$ cat src/rtl/clock_sequencer.sv
// Clock-enable scheduler and reset sequencer for the Lynx core: holds the system
// in reset until the DCM locks, then issues pixel/CRTC/CPU enables and video-slot arbitration.
module clock_sequencer #(
  parameter int RESET_HOLD = 16,
  parameter int CRTC_DIV   = 16,
  parameter int MAX_DEFER  = 2
) (
  input  logic clock,
  input  logic reset,
  input  logic locked,
  input  logic turbo,
  input  logic pause,
  input  logic vreq,
  output logic rst_sys_n,
  output logic ce_pix,
  output logic ce_crtc,
  output logic ce_cpu_p,
  output logic ce_cpu_n,
  output logic vgrant,
  output logic stall,
  output logic speed
);

  typedef enum logic {HOLD, RUN} state_t;

  localparam logic [7:0] HOLD_LAST = 8'(RESET_HOLD - 1);
  localparam logic [3:0] CRTC_MASK = 4'(CRTC_DIV - 1);
  localparam logic [7:0] DEFER_MAX = 8'(MAX_DEFER);

  state_t     state;
  logic       lock_meta;
  logic       lock_sync;
  logic [7:0] hcnt;
  logic [3:0] cnt;
  logic [2:0] ph;
  logic [7:0] defer;
  logic [2:0] ph_last;
  logic [2:0] ph_half;
  logic       crtc_hit;

  // Period P is 4 at 6 MHz and 6 at 4 MHz; speed only changes at ph == P-1.
  assign ph_last  = speed ? 3'd3 : 3'd5;
  assign ph_half  = speed ? 3'd2 : 3'd3;
  assign crtc_hit = (cnt & CRTC_MASK) == CRTC_MASK;

  // locked comes straight from the DCM in no particular timing relation to clock.
  always_ff @(posedge clock or negedge reset) begin
    if (!reset) begin
      lock_meta <= 1'b0;
      lock_sync <= 1'b0;
    end else begin
      lock_meta <= locked;
      lock_sync <= lock_meta;
    end
  end

  // NOTE: every register here uses non-blocking assignment so all outputs are
  // computed from the same pre-edge state; the leading defaults are overridden below.
  always_ff @(posedge clock or negedge reset) begin
    if (!reset) begin
      state     <= HOLD;
      hcnt      <= '0;
      cnt       <= '0;
      ph        <= '0;
      defer     <= '0;
      rst_sys_n <= 1'b0;
      ce_pix    <= 1'b0;
      ce_crtc   <= 1'b0;
      ce_cpu_p  <= 1'b0;
      ce_cpu_n  <= 1'b0;
      vgrant    <= 1'b0;
      stall     <= 1'b0;
      speed     <= 1'b0;
    end else begin
      ce_pix   <= 1'b0;
      ce_crtc  <= 1'b0;
      ce_cpu_p <= 1'b0;
      ce_cpu_n <= 1'b0;
      vgrant   <= 1'b0;
      stall    <= 1'b0;
      case (state)
        HOLD: begin
          cnt   <= '0;
          ph    <= '0;
          defer <= '0;
          speed <= 1'b0;
          if (!lock_sync) begin
            hcnt <= '0;
          end else if (hcnt == HOLD_LAST) begin
            hcnt      <= '0;
            state     <= RUN;
            rst_sys_n <= 1'b1;
          end else begin
            hcnt <= hcnt + 8'd1;
          end
        end
        RUN: begin
          if (!lock_sync) begin
            state     <= HOLD;
            rst_sys_n <= 1'b0;
            hcnt      <= '0;
            cnt       <= '0;
            ph        <= '0;
            defer     <= '0;
            speed     <= 1'b0;
          end else begin
            cnt     <= cnt + 4'd1;
            ce_pix  <= cnt[0];
            ce_crtc <= crtc_hit;
            if (ph == 3'd0) begin
              // CPU edge due: pause beats everything, then video may defer it a bounded number of times.
              if (pause) begin
                vgrant <= vreq;
                defer  <= '0;
              end else if (vreq && (defer < DEFER_MAX)) begin
                vgrant <= 1'b1;
                stall  <= 1'b1;
                defer  <= defer + 8'd1;
              end else begin
                ce_cpu_p <= 1'b1;
                ph       <= 3'd1;
                defer    <= '0;
              end
            end else begin
              vgrant   <= vreq;
              ce_cpu_n <= (ph == ph_half);
              if (ph == ph_last) begin
                ph    <= 3'd0;
                speed <= turbo;
              end else begin
                ph <= ph + 3'd1;
              end
            end
          end
        end
        default: state <= HOLD;
      endcase
    end
  end

endmodule
$ cat config.mk
export PLATFORM = sky130hd
export DESIGN_NAME = clock_sequencer
export DESIGN_NICKNAME = d
export VERILOG_FILES = /design/src/rtl/clock_sequencer.sv
export SDC_FILE = /design/constraint.sdc
export NUM_CORES = 1
export LEC_CHECK = 0
export CAP_MARGIN = 0
export CELL_PAD_IN_SITES_DETAIL_PLACEMENT = 0
export CELL_PAD_IN_SITES_GLOBAL_PLACEMENT = 1
export CORE_MARGIN = 1
export CORE_UTILIZATION = 40
export CTS_CLUSTER_DIAMETER = 40
export CTS_CLUSTER_SIZE = 40
export DETAILED_ROUTE_END_ITERATION = 10
export GPL_TIMING_DRIVEN = 0
export PLACE_DENSITY = 0.74
export SYNTH_ARGS = -nofsm -noshare
export SYNTH_HDL_FRONTEND = slang
export SYNTH_SLANG_ARGS = --single-unit
$ cat constraint.sdc
create_clock -name clock -period 1.8 [get_ports clock]
set_clock_uncertainty 0.05 [all_clocks]
set_input_delay 0.36 -clock clock [delete_from_list [all_inputs] [get_ports clock]]
set_output_delay 0.36 -clock clock [all_outputs]
set_load 0.02 [all_outputs]
-- After elaboration in Yosys (flattened, before gate mapping)
Cells that the tools add are included.
Widths: inputs -> output; s select.
- register bits after elaboration: 34
- input port bits: 6
- output and inout bits: 8
- word-level logic and storage cells: 90
- add/subtract/negate cells: 4
- order comparisons: 1
- equality and inequality tests: 12
- multiplexer cells: 52
- bitwise operators: 1
- reductions and logical operators: 5
- operators with widths (cell ; count):
    $mux 8 ; 7
    $pmux 8 s2 ; 2
    $mux 1 ; 31
    $mux 3 ; 6
    $add 8x1->8 const B ; 2
    $eq 8x4->1 const B ; 1
    $lt 8x2->1 const B ; 1
    $ne 4x4->1 const B ; 2
    $pmux 4 s2 ; 1
    $ne 2x2->1 const B ; 3
    $ne 3x2->1 const B ; 2
    $pmux 1 s2 ; 3
    $pmux 3 s2 ; 1
    $add 4x1->4 const B ; 1
    $eq 4x4->1 const B ; 1
    $mux 4 ; 1
    $reduce_and 2->1 ; 2
    $add 3x1->3 const B ; 1
    $eq 3x2->1 ; 1
    $eq 3x3->1 ; 1
    $logic_not 3->1 ; 1
    $ne 3x3->1 const B ; 1
    $reduce_and 3->1 ; 1
    $logic_and 1x1->1 ; 1
    $not 1->1 ; 1

-- Logic depth before layout (Yosys ltp)
- depth in word-level cells: 7
- depth in mapped cells: 8
- depth with buffers taken out: 6

-- Least setup slack after synthesis
OpenSTA, ideal clock, no wires.
- path type: flip-flop to flip-flop
- from: register ph[0]
- to: register ce_cpu_n
- setup time: 0.086 ns
- arrival time: 1.581 ns
- required time: 1.664 ns
- path slack: 0.083 ns
- stages on the path, launching flop included: 9
- buffers on the path: 2
- period minus slack after synthesis: 1.717 ns
- cell sequence: dfrtp_1 clkbuf_1 inv_1 ha_1 nand2b_1 clkbuf_1 and2_1 nand2_1 nor3_1
- cells in the longest elaborated chain, start to end: 4
- elaborated cells between the ends (all ways): 5
- those cells by class: 1 x eq/ne; 3 x mux; 1 x reduce/logical
- ends and longest elaborated chain (item ; line ; source):
    from (decl) ; 35 ; logic [2:0] ph;
    from (signal assigned) ; 131 ; ph <= ph + 3'd1;
    $eq 3x2->1 or $logic_not 3->1 (tied branches) ; 126, 110 ;
    $mux 1 (*) ; 110 ; if (ph == 3'd0) begin
    $mux 1 (*) ; 98 ; if (!lock_sync) begin
    $mux 1 (*) ; 81 ; case (state)
    to (signal assigned) ; 126 ; ce_cpu_n <= (ph == ph_half);
    to (decl) ; 18 ; output logic ce_cpu_n,
Every way passes the cells marked *; elsewhere a longest branch is shown, timed or not.
A chain may end at the register's enable or synchronous reset.

-- Worst setup path in the final report
- from: register defer[2]
- to: register ph[0]
- cells in the longest elaborated chain, start to end: 4
- ends and longest elaborated chain (item ; line ; source):
    from (decl) ; 36 ; logic [7:0] defer;
    from (signal assigned) ; 118 ; defer <= defer + 8'd1;
    $lt 8x2->1 ; 115 ; end else if (vreq && (defer < DEFER_MAX)) begin
    $logic_and 1x1->1 ; 115 ;
    $ne 4x4->1 (no source line) ; - ;
    $reduce_and 2->1 (no source line) ; - ;
Every way passes these cells.

==> metrics.md <==
| Metric | Value |
|---|---|
| Via density | `5.28` |
| CTS Root Cell | `clkbuf_8` |
| Row count | `21` |
| Total gr overflow | `0` |
| H-tree depth | `2` |
| EDFF count, synth | `0` |
| DR iter-0 viols | `23` |
| Worst Path Required | `1.91 ns` |
| Wire length per cell | `13.3 µm` |
| Global route hottest layer | `met2` |
| Netlist cell types | `38` |
| Endpoints failing setup | `0` |
| Worst hold path class | `in -> async` |
| DPL Wire Length | `1880 µm` |
| WP data arrival | `1.86 ns` |
| Cells after Synth | `136` |
| DRC Markers | `0` |
| GP Congestion | `0.801` |
| Antenna violations before repair | `0` |
| Final worst path period need | `1.75 ns` |
| Power per cell area | `755 nW/µm²` |
| Vias in the first global route | `1,066` |
| Synth Net Count | `147` |
| Max_slew headroom | `51.0%` |
| Total design power | `1390 µW` |
| RSZ-0062 raised after global routing | `true` |
| Final WL | `2740 µm` |
| Critical Path Start Type | `flip-flop` |
| Largest net degree at the start of global routing | `35` |
| Inserted Clock Buffers | `5` |
| Max clock buf depth | `2` |
| CTS tree | `built` |
| Synth Register Bits | `34` |
| # IOs | `14` |
| ANT nets after route | `0` |
| Core Footprint | `3470 µm²` |
| Worst-Margin Slew | `0.735 ns` |
| Met3 Track Usage GR | `5.98%` |
| Max-cap violations | `0` |
| Post-synth ARST share | `100%` |
| Crit path capture type | `flip-flop` |
| GR Util met2 | `26.1%` |
| Die height | `63.5 µm` |
| Synth Area per Inst | `11.1 µm²` |
| Hold buffers post-CTS | `0` |
| Share of cells above drive strength 1 | `17.5%` |
| Leak | `0.000871 µW` |
| Post-Synthesis Cell Area | `1510 µm²` |
| Setup Crit Path Kind | `reg -> reg` |
| Finished Layout Cells | `206` |
| Outcome | `finished, final reports clean` |
| Yosys top cell area share | `56.2%` |
| Critical path fanouts, max | `4` |
| Final core utilization | `53.0%` |
| Worst-skew pair later-pin latency | `0.28 ns` |
| Met1 usage | `18.6%` |
| Clk sinks | `34` |
| Final Hold Viols | `0` |
| Max Slew Vio Count | `0` |
| Chip width | `63.5 µm` |
| Max frequency | `571 MHz` |
| Router iterations before antenna repair | `4` |
| Global-route wire length before repair | `4770 µm` |
| Yosys top cell by area | `dfrtp_1` |
| Die area | `4030 µm²` |
| Ant. Diodes | `0` |
| Yosys warning total | `0` |
| Starting Density | `43.7%` |
| IO buf count | `13` |
| Top_reg_cell synth | `dfrtp_1` |
| Tcrit/Tclk final | `97.3%` |
| Final net count | `170` |
| Layout area overhead | `21.5%` |
| Dominant cells by area after synthesis | `dfrtp_1 (56%), ha_1 (4.1%), and3_1 (3.3%), nand2_1 (3.0%), o21ai_0 (2.6%)` |
| Vias | `1,087` |
| Sequential share of the synthesized area | `56.2%` |
| VDD IR max | `435 µV` |
| Final TNS setup | `0 ns` |
| WHS | `0.0872 ns` |
| Clock-pin transition on the worst setup and hold timing paths | `0.06 ns` |
| Total GRT Usage | `15.7%` |
| Placed cells | `195` |
## critical path, stage by stage, from the launching register on
cell and delay (ns):
dfrtp_1 0.39, or4_4 0.55, nor4_4 0.22, a21oi_1 0.16
o31a_1 0.26
## cells in the mapped netlist, drive strengths merged (2+ instances only)
cell and n:
clkbuf 6, ha 5, a21oi 6, nor2b 2
or4 2, xnor2 4, a22o 2, nand3 5
dfrtp 34, inv 2, a21o 2, and3 8
o41ai 2, and2 3, nand2b 2, a31oi 2
nand2 12, nor2 8, o21ai 9, xor2 3
nor3 3
## per-stage QoR
stage	worst slack, ns	cell area, µm²
final	0.0478	1840
after global routing	-0.0174	1840
after CTS	0.00346	1790
after detailed placement	-0.279	1700
after global placement	-0.325	1700
after floorplan	0.0833	1510
## sequential cells by signal, indices dropped and copies added, names as in the netlist
name and cells:
ce_cpu_n 1, ce_cpu_p 1, ce_crtc 1, ce_pix 1
cnt 4, defer 8, hcnt 8, lock_meta 1
lock_sync 1, ph 3, rst_sys_n 1, speed 1
stall 1, state 1, vgrant 1
## path summary, 6_finish.rpt
check                                from   endpoint  slack [ns]  cells after the start
worst max-delay path             defer[2]      ph[0]        0.05                      4
worst min-delay path                reset   defer[6]        0.09                      1
worst max register to register   defer[2]      ph[0]        0.05                      4
worst min register to register  lock_meta  lock_sync        0.31                      0
max in group asynchronous           reset      ph[0]        1.10                      1
min in group clock              lock_meta  lock_sync        0.31                      0
## logic make-up (layout without fill, tap and decap cells)
family                   after synthesis  in the layout  share of synthesized area [%]
AO/OA/AOI/OAI                         29             29                           13.1
AND/OR/NAND/NOR                       50             50                           18.8
adder cells (fa/ha/maj)                5              5                           4.13
multiplexers                           2              2                           1.40
XOR/XNOR                               7              7                           4.05
buffers and inverters                  9             33                           2.31
flip-flops                            34             34                           56.2
## power by group
part | internal (µW) | total, µW | switching (µW) | leakage, µW
combinational | 19.0 | 48.7 | 29.7 | 0.000364
clock | 308 | 561 | 253 | 0.0000482
sequential | 772 | 779 | 7.51 | 0.000459
## final cells by class
type,count,area (µm²)
fillers,343,1630
flip-flops and latches,34,853
multi-input cells,93,648
repair buffers,17,155
clock buffers,7,86.3
well taps,46,57.6
plain buffers,6,26.3
inverters,2,7.51
clock inverters,1,5.00
## per-layer routing
layer / vias up / wire length, µm / part of all wire [%]
met5: - / 0 / 0
met1: 536 / 1240 / 45
li1: 525 / - / -
met3: 4 / 105 / 3.8
met4: 0 / 34 / 1.2
met2: 22 / 1360 / 50
## repair_timing
item,CTS,global route
buffers inserted,0,4
resized for setup,3,9
cloned,0,0
setup endpoints to repair,6,13
## cell usage in the layout (no fill, tap or decap), types with 2 or more instances in the layout
| master | count |
|---|---|
| o21ai_0 | 8 |
| buf_4 | 4 |
| ha_1 | 4 |
| and2_1 | 2 |
| clkbuf_1 | 4 |
| a21o_1 | 2 |
| dfrtp_1 | 32 |
| nand3_1 | 4 |
| xor2_1 | 3 |
| a22o_1 | 2 |
| a21oi_1 | 6 |
| or4_4 | 2 |
| clkbuf_8 | 6 |
| nor3_1 | 3 |
| nor2b_1 | 2 |
| clkdlybuf4s50_1 | 12 |
| xnor2_1 | 4 |
| dfrtp_2 | 2 |
| and3_1 | 8 |
| nand2_1 | 12 |
| a31oi_1 | 2 |
| nand2b_1 | 2 |
| nor2_1 | 8 |
| buf_2 | 3 |
(Power assumes the default switching activity.)
